==> config.mk <==
export PLATFORM = sky130hd
export DESIGN_NAME = cache_line_fill
export DESIGN_NICKNAME = d
export VERILOG_FILES = /design/src/rtl/cache_pkg.sv /design/src/rtl/line_assembler.sv /design/src/rtl/cache_line_fill.sv
export SDC_FILE = /design/constraint.sdc
export NUM_CORES = 1
export LEC_CHECK = 0
export CAP_MARGIN = 5
export CORE_MARGIN = 4
export CORE_UTILIZATION = 35
export CTS_BUF_LIST = sky130_fd_sc_hd__clkbuf_8
export DETAILED_ROUTE_END_ITERATION = 8
export PLACE_DENSITY = 0.58
export RECOVER_POWER = 100
export SLEW_MARGIN = 30
export SYNTH_ARGS = -nofsm -noshare
export SYNTH_HDL_FRONTEND = slang
export SYNTH_SLANG_ARGS = --single-unit
==> constraint.sdc <==
create_clock -name clk -period 5.59 [get_ports clk]
set_clock_uncertainty 0.15 [all_clocks]
set_input_delay 0.8385 -clock clk [delete_from_list [all_inputs] [get_ports clk]]
set_output_delay 0.8385 -clock clk [all_outputs]
set_load 0.02 [all_outputs]
==> src/rtl/cache_pkg.sv <==
// rtl/cache_pkg.sv - shared cache geometry constants, fill FSM states and address-slicing helpers
package cache_pkg;

  localparam int S_INDEX   = 3;
  localparam int S_LINE    = 256;
  localparam int S_BEAT    = 64;
  localparam int S_OFFSET  = $clog2(S_LINE / 8);
  localparam int S_TAG     = 32 - S_OFFSET - S_INDEX;
  localparam int NUM_BEATS = S_LINE / S_BEAT;

  typedef enum logic [1:0] {
    IDLE  = 2'd0,
    BURST = 2'd1,
    WRITE = 2'd2,
    DONE  = 2'd3
  } fill_state_t;

  // Set index of a byte address.
  function automatic logic [S_INDEX-1:0] get_index(input logic [31:0] addr);
    return addr[S_OFFSET +: S_INDEX];
  endfunction

  // Tag of a byte address.
  function automatic logic [S_TAG-1:0] get_tag(input logic [31:0] addr);
    return addr[31 -: S_TAG];
  endfunction

  // Byte offset within the line.
  function automatic logic [S_OFFSET-1:0] get_offset(input logic [31:0] addr);
    return addr[S_OFFSET-1:0];
  endfunction

endpackage

==> src/rtl/line_assembler.sv <==
// rtl/line_assembler.sv - beat counter and line insert register; exposes beat count when CACHE_FILL_FWD_EN is defined
module line_assembler
  import cache_pkg::*;
#(
  parameter int s_line = S_LINE,
  parameter int s_beat = S_BEAT,
  localparam int num_beats = s_line / s_beat,
  localparam int cw = (num_beats > 1) ? $clog2(num_beats) : 1
) (
  input  logic              clk,
  input  logic              rst,
  input  logic              i_beat_valid,
  input  logic [s_beat-1:0] i_beat_data,
  output logic [s_line-1:0] o_line_next,
  output logic              o_last_beat
`ifdef CACHE_FILL_FWD_EN
  , output logic [cw-1:0]   o_cnt
`endif
);

  logic [s_line-1:0] r_line;
  logic [cw-1:0]     r_cnt;

  // Line image with the incoming beat dropped into its slot (beat 0 in the LSBs).
  always_comb begin
    o_line_next = r_line;
    if (i_beat_valid) begin
      o_line_next[r_cnt*s_beat +: s_beat] = i_beat_data;
    end
  end

  assign o_last_beat = (r_cnt == cw'(num_beats - 1));

`ifdef CACHE_FILL_FWD_EN
  assign o_cnt = r_cnt;
`endif

  // Accept beats; counter wraps to 0 after the last one so the next fill starts clean.
  always_ff @(posedge clk or negedge rst) begin
    if (!rst) begin
      r_line <= '0;
      r_cnt  <= '0;
    end else if (i_beat_valid) begin
      r_line <= o_line_next;
      r_cnt  <= o_last_beat ? '0 : r_cnt + cw'(1);
    end
  end

endmodule

==> src/rtl/cache_line_fill.sv <==
// rtl/cache_line_fill.sv - L1 miss-fill FSM: burst read, line assembly, one-cycle array write; CACHE_FILL_FWD_EN adds critical-word forward
module cache_line_fill
  import cache_pkg::*;
#(
  parameter int s_index = S_INDEX,
  parameter int s_line  = S_LINE,
  parameter int s_beat  = S_BEAT,
  localparam int s_offset  = $clog2(s_line / 8),
  localparam int s_tag     = 32 - s_offset - s_index,
  localparam int num_beats = s_line / s_beat,
  localparam int cw = (num_beats > 1) ? $clog2(num_beats) : 1
) (
  input  logic               clk,
  input  logic               rst,
  input  logic               miss_req,
  input  logic [31:0]        miss_addr,
  output logic               fill_busy,
  output logic               fill_done,
  output logic               mem_read,
  output logic [31:0]        mem_addr,
  input  logic [s_beat-1:0]  mem_rdata,
  input  logic               mem_resp,
  output logic               arr_load,
  output logic [s_index-1:0] arr_windex,
  output logic [s_line-1:0]  arr_datain,
  output logic [s_tag-1:0]   tag_datain,
  output logic               valid_datain,
  output logic               fwd_valid,
  output logic [31:0]        fwd_data
);

  fill_state_t r_state, w_next;

  logic [31-s_offset:0] r_line_addr;
  logic [31:0]          w_addr;
  logic                 w_accept;
  logic                 w_beat_valid;
  logic                 w_last_beat;
  logic                 w_fill_end;
  logic [s_line-1:0]    w_line_next;
  logic [s_index-1:0]   r_arr_windex;
  logic [s_tag-1:0]     r_tag_datain;
  logic [s_line-1:0]    r_arr_datain;
  logic                 w_unused;

  assign w_addr       = {r_line_addr, {s_offset{1'b0}}};
  assign w_accept     = (r_state == IDLE) && miss_req;
  assign w_beat_valid = (r_state == BURST) && mem_resp;
  assign w_fill_end   = w_beat_valid && w_last_beat;

`ifdef CACHE_FILL_FWD_EN
  logic [cw-1:0] w_cnt;
`endif

  line_assembler #(
    .s_line (s_line),
    .s_beat (s_beat)
  ) u_line_assembler (
    .clk          (clk),
    .rst          (rst),
    .i_beat_valid (w_beat_valid),
    .i_beat_data  (mem_rdata),
    .o_line_next  (w_line_next),
    .o_last_beat  (w_last_beat)
`ifdef CACHE_FILL_FWD_EN
    , .o_cnt      (w_cnt)
`endif
  );

  // State register.
  always_ff @(posedge clk or negedge rst) begin
    if (!rst) begin
      r_state <= IDLE;
    end else begin
      r_state <= w_next;
    end
  end

  // Next-state logic and state-decoded outputs.
  always_comb begin
    w_next       = r_state;
    fill_busy    = 1'b1;
    fill_done    = 1'b0;
    mem_read     = 1'b0;
    mem_addr     = '0;
    arr_load     = 1'b0;
    valid_datain = 1'b0;
    case (r_state)
      IDLE: begin
        fill_busy = 1'b0;
        if (miss_req) w_next = BURST;
      end
      BURST: begin
        mem_read = 1'b1;
        mem_addr = w_addr;
        if (w_fill_end) w_next = WRITE;
      end
      WRITE: begin
        arr_load     = 1'b1;
        valid_datain = 1'b1;
        w_next       = DONE;
      end
      DONE: begin
        fill_done = 1'b1;
        w_next    = IDLE;
      end
      default: w_next = IDLE;
    endcase
  end

  // Latch the line address on accept; capture the array write image on the last beat so it holds until the next fill completes.
  always_ff @(posedge clk or negedge rst) begin
    if (!rst) begin
      r_line_addr  <= '0;
      r_arr_windex <= '0;
      r_tag_datain <= '0;
      r_arr_datain <= '0;
    end else begin
      if (w_accept) r_line_addr <= miss_addr[31:s_offset];
      if (w_fill_end) begin
        r_arr_windex <= w_addr[s_offset +: s_index];
        r_tag_datain <= w_addr[31 -: s_tag];
        r_arr_datain <= w_line_next;
      end
    end
  end

  assign arr_windex = r_arr_windex;
  assign tag_datain = r_tag_datain;
  assign arr_datain = r_arr_datain;

`ifdef CACHE_FILL_FWD_EN
  localparam int wpb = s_beat / 32;

  logic [s_offset-3:0] r_fwd_word;
  logic                r_fwd_valid;
  logic [31:0]         r_fwd_data;
  logic                w_fwd_hit;

  assign w_fwd_hit = w_beat_valid && (w_cnt == cw'(int'(r_fwd_word) / wpb));

  // Pulse the critical word out the cycle after its beat arrives.
  always_ff @(posedge clk or negedge rst) begin
    if (!rst) begin
      r_fwd_word  <= '0;
      r_fwd_valid <= 1'b0;
      r_fwd_data  <= '0;
    end else begin
      if (w_accept) r_fwd_word <= miss_addr[s_offset-1:2];
      r_fwd_valid <= w_fwd_hit;
      if (w_fwd_hit) r_fwd_data <= mem_rdata[(int'(r_fwd_word) % wpb)*32 +: 32];
    end
  end

  assign fwd_valid = r_fwd_valid;
  assign fwd_data  = r_fwd_data;
  assign w_unused  = ^miss_addr[1:0];
`else
  assign fwd_valid = 1'b0;
  assign fwd_data  = '0;
  assign w_unused  = ^miss_addr[s_offset-1:0];
`endif

endmodule

* After elaboration in Yosys (flattened, before gate mapping)
Cells that the tools add are included.
Cells by class: $add $sub $neg 2, equal/unequal tests 6, shift operators 2, mux-type cells 11, reductions and logical operators 5
Operators by type and width (count):
- bitwise mux 256 bit | 1
- two-way mux 256 bit | 1
- variable shift 64 x 34 -> 256 bit, first input constant | 1
- indexed part select 64 x 34 -> 256 bit | 1
- negation 8 -> 34 bit | 1
- two-way mux 32 bit | 1
- one-hot mux 2 bit (4 select lines) | 1
- equality test 2 bit, second input constant | 3
- two-way mux 2 bit | 3
- two-way mux 1 bit | 4
- inequality test 2 bit, second input constant | 2
- logical AND 1 bit | 3
- adder 2 x 1 -> 2 bit, second input constant | 1
- equality test 2 x 1 -> 1 bit, second input constant | 1
- zero test 2 bit | 1
- AND reduction 2 bit | 1
Word-level totals: register bits 570, input port bits 100, output and inout bits 353, logic and storage cells 33

* Logic depth before layout (Yosys ltp)
depth after elaboration 5, depth in mapped cells 9, gate-level depth less buffers 5

* Modules after synthesis
A second synthesis with hierarchy kept.
Second synthesis, totals: cell total of the unflattened synthesis 1818, area, all modules 26501.7 sq um
Modules (own cells, without submodules):
- cache_line_fill | instances 1, cells each 741, area an instance 13271.5 sq um, sequential area each 7807.5 sq um
- line_assembler | instances 1, cells each 1077, area an instance 13230.2 sq um, sequential area each 6456.2 sq um

* Worst setup path after synthesis
No wires, ideal clock.
kind register to output, start reg r_state[1], end out mem_addr[11], arrival time 1654 ps, required time 4602 ps, path slack 2948 ps, stages on the path, launching flop included 7, path buffers 3, cells stage by stage dfrtp_1 inv_1 ha_1 buf_2 clkbuf_1 clkbuf_1 and2_1
Between the ends: longest elaborated chain between the ends 2
RTL lines:
- from (decl) | RTL line cache_line_fill.sv:32 | fill_state_t r_state, w_next;
- from (signal assigned) | RTL line cache_line_fill.sv:75 | r_state <= w_next;
- equality test 2 x 1 -> 1 bit | RTL line cache_line_fill.sv:88 | case (r_state)
- two-way mux 32 bit | RTL line cache_line_fill.sv:88
- to (decl) | RTL line cache_line_fill.sv:20 | output logic [31:0] mem_addr,
Every way passes these cells.

* Worst setup path after layout
start reg r_state[1], end out mem_addr[17]
Same word-level chain as after synthesis.

==> results by group <==
Status
  • Violated checks: max-capacitance violations, max-slew violations
  • Result of the run: finished, violations left

Yosys
  • Synthesized area per cell: 10.9 µm²
  • Biggest area contributors in the synthesized netlist: sky130_fd_sc_hd__dfrtp_1, sky130_fd_sc_hd__a22o_1, sky130_fd_sc_hd__a21oi_1
  • Proportion of synthesized area in mux cells: 1.68%
  • Sequential-to-total area share from yosys stat: 61.2%
  • Portion of synthesized cell area occupied by the leading cell type: 61.2%
  • Post-synthesis instance area: 20,700 µm²
  • Number of standard cells after synthesis: 1,893
  • Post-synthesis simple-gate area fraction: 11.6%
  • Total of warnings raised by yosys: 0
  • Synthesized-area fraction occupied by ao, oa, aoi and oai cells: 19.1%
  • Area share of fa/ha/maj cells after synthesis: 0.605%
  • Dominant combinational cell family by area after synthesis: compound AO/OA/AOI/OAI gates
  • Synth Area in XOR/XNOR: 0%
  • Library cell with the largest summed area after synthesis: sky130_fd_sc_hd__dfrtp_1
  • Netlist cell types: 32
  • FF+latch count, synth: 506

CTS
  • CTS buffer count: 88
  • Quantity of hold-fixing buffers added after cts: 0
  • TritonCTS clock tree: done
  • Buffers from clock root to sink, at most: 3
  • CTS HTree Levels: 3
  • Post-CTS setup-driven buffer insertion count: 0
  • Root Buffer Master: sky130_fd_sc_hd__clkbuf_8
  • Worst-skew pair later-pin latency: 0.68 ns
  • Clock-pin slew of the registers on the worst-case setup and hold paths: 0.06 ns
  • Number of sinks on the clock net: 506
  • Total of cells resized after clock tree synthesis: 0

STA
  • PnR worst setup slack: 1.01 ns
  • Total setup violations reported at the end of the flow: 0
  • Setup TNS: 0 ns
  • Clock period minus worst slack: 4.58 ns
  • Pin slew with the least headroom to its limit: 3.36 ns
  • RSZ-0062 raised after global routing: false
  • Worst slew margin relative to its limit: -124%
  • Count of endpoints failing hold in the final timing report: 0
  • Number of max-slew violations in the final report: 428
  • Period utilization: 82.0%
  • Peak Freq: 218 MHz

Worst setup path
  • WP data arrival: 3.59 ns
  • Data required time at the worst endpoint: 4.60 ns
  • R2R Path Start: u_line_assembler.r_cnt[0]
  • Type of the worst setup path: register to output port
  • FF-to-FF setup slack: 1.12 ns
  • Launching element type of the critical path: register
  • Critical path capture point type: output port
  • Number of cells on the worst reg-to-reg path: 7
  • Critical Path Fanout Max: 29
  • Capturing point of the worst reg2reg path: arr_datain[133]

Floorplan
  • Die span in y: 251 µm
  • Die Outline Area: 63,000 µm²
  • Die width: 251 µm
  • Row Count: 88
  • Initial core utilization: 35.6%
  • Area of the core: 58,100 µm²
  • Number of primary I/O pins: 453

Place
  • HPWL Detailed: 42.8 mm
  • Buffers added on ports: 409
  • Number of placed cells counting well taps: 2,915
  • Worst Setup Slack post-DPL: 1.72 ns
  • RePlAce Congestion: 0.761

Global route
  • Initial antenna violation count: 2
  • Largest net degree at the start of global routing: 152
  • Remaining Overflow, GRT: 0
  • Global routing usage summed across all routing layers: 21.7%
  • First-pass GRT wire length: 107 mm
  • Vias in the first global route: 16,900

Layout
  • Non-filler cells in the finished layout: 3,060
  • Layout area overhead: 29.2%
  • Layout filler cell count: 5,427
  • Number of nets at the end of the flow: 2,351
  • Share of layout cells above drive strength 1: 7.68%

Power and ir drop
  • Leakage Power: 12.6 nW
  • Maximum vdd ir drop: 0.279 mV
  • Final Total Pwr: 0.0151 W
  • Power Dens Cells: 564 nW/µm²

Drt
  • Vias/cell: 5.48
  • Met2 wire length: 33.9 mm
  • Post-route DRC: 0
  • Routed wl met3: 5.21 mm
  • DRT met1 WL: 29.8 mm
  • Wire length per cell after detailed routing: 23.1 µm
  • First-pass DRT Iterations: 5
  • Number of vias after detailed routing: 16,800
  • Routed Antenna Nets: 0
  • Topmost layer with routed signal wires: met4
  • Routed wire length: 70.8 mm
  • Starting DRT DRC Count: 1,237

Hold path
  • Hold Path Class: primary input to async pin

Job
  • Number of max-cap violations: 9
==> registers in the layout, summed over array words and instances (netlist names) <==
register / count
arr_datain: 256
arr_windex: 3
r_line_addr: 27
r_state: 2
tag_datain: 24
u_line_assembler.r_cnt: 2
u_line_assembler.r_line: 192
==> layer usage <==
layer  vias to the layer above  GRT usage, %
met1                      8601          29.1
met3                       100          4.98
met4                         0          7.59
met5                         -             0
li1                       7376             -
met2                       695          34.9
==> worst max path at each step <==
stage,start,endpoint
after floorplan,r_state[1],mem_addr[11]
after global placement,mem_resp,arr_datain[115]
after detailed placement,mem_resp,arr_datain[217]
after CTS,r_state[1],mem_addr[17]
after global routing,rst,arr_datain[63]
final,r_state[1],mem_addr[17]
==> per-stage QoR <==
stage | utilization (%) | hold slack, ns | instance area, µm²
floorplan | - | 0.289 | 20800
global route | 46.0 | 0.0615 | 26700
global placement | 43.2 | 0.301 | 25100
CTS | 46.1 | 0.0262 | 26800
finish | 46.0 | 0.0289 | 26700
detailed placement | 43.3 | 0.309 | 25200
==> report_power, final <==
group	leakage, nW	switching [W]	internal [W]
logic	5.00	0.00369	0.00233
registers	6.64	0.000795	0.00505
clock network	0.951	0.00150	0.00170
==> cell usage after synthesis, drive strengths merged <==
cell type / number
nor3: 1
nand4: 6
dfrtp: 506
o211ai: 33
nor4b: 1
nor4: 1
clkbuf: 80
inv: 8
and2: 30
mux2i: 1
buf: 140
nand3: 91
ha: 10
and4bb: 1
a21oi: 218
nand2: 268
mux2: 30
nor2b: 1
a32oi: 100
nand2b: 1
nor2: 161
nor3b: 1
and3: 5
a22o: 197
conb: 1
a2bb2oi: 1
==> placed cells by master, fill, tap and decap left out, drive strengths merged <==
cell,synthesis,final
nor2b,1,1
nor3,1,1
dfrtp,506,506
nand2b,1,1
and2,30,30
a21oi,218,218
dlygate4sd3,0,310
ha,10,10
nor4,1,1
conb,1,38
diode,0,2
and4bb,1,1
buf,140,21
nand4,6,6
o211ai,33,33
nor2,161,161
nor4b,1,1
a22o,197,197
nand2,268,268
a32oi,100,100
and3,5,5
mux2,30,30
clkbuf,80,119
clkinv,0,3
mux2i,1,1
a2bb2oi,1,1
nand3,91,91
inv,8,40
nor3b,1,1
clkdlybuf4s50,0,98
==> cell type report <==
type	instances	area (µm²)	share of cell area, %
inverters	8	35.0	0.131
diodes	2	5.00	0.0187
clock inverters	35	140	0.524
repair buffers	441	4430	16.6
clock buffers	107	1470	5.51
well taps	765	957	3.58
multi-input cells	1196	7020	26.3
flip-flops and latches	506	12700	47.4
==> cells by family (layout without fill, tap and decap cells) <==
kind of cell	after synthesis	in the layout
other cells	1	40
buf+inv	228	591
mux	31	31
flops	506	506
simple gates	568	568
compound gates	549	549
fa+ha+maj	10	10
==> worst max-delay path, stage by stage, from the launching register on <==
cell                            delay [ns]
sky130_fd_sc_hd__dfrtp_1              0.41
sky130_fd_sc_hd__inv_1                0.12
sky130_fd_sc_hd__ha_1                 0.54
sky130_fd_sc_hd__clkbuf_1             0.89
sky130_fd_sc_hd__and2_1               0.23
sky130_fd_sc_hd__dlygate4sd3_1        0.73
No activity file was read; power rests on OpenSTA's default activity.
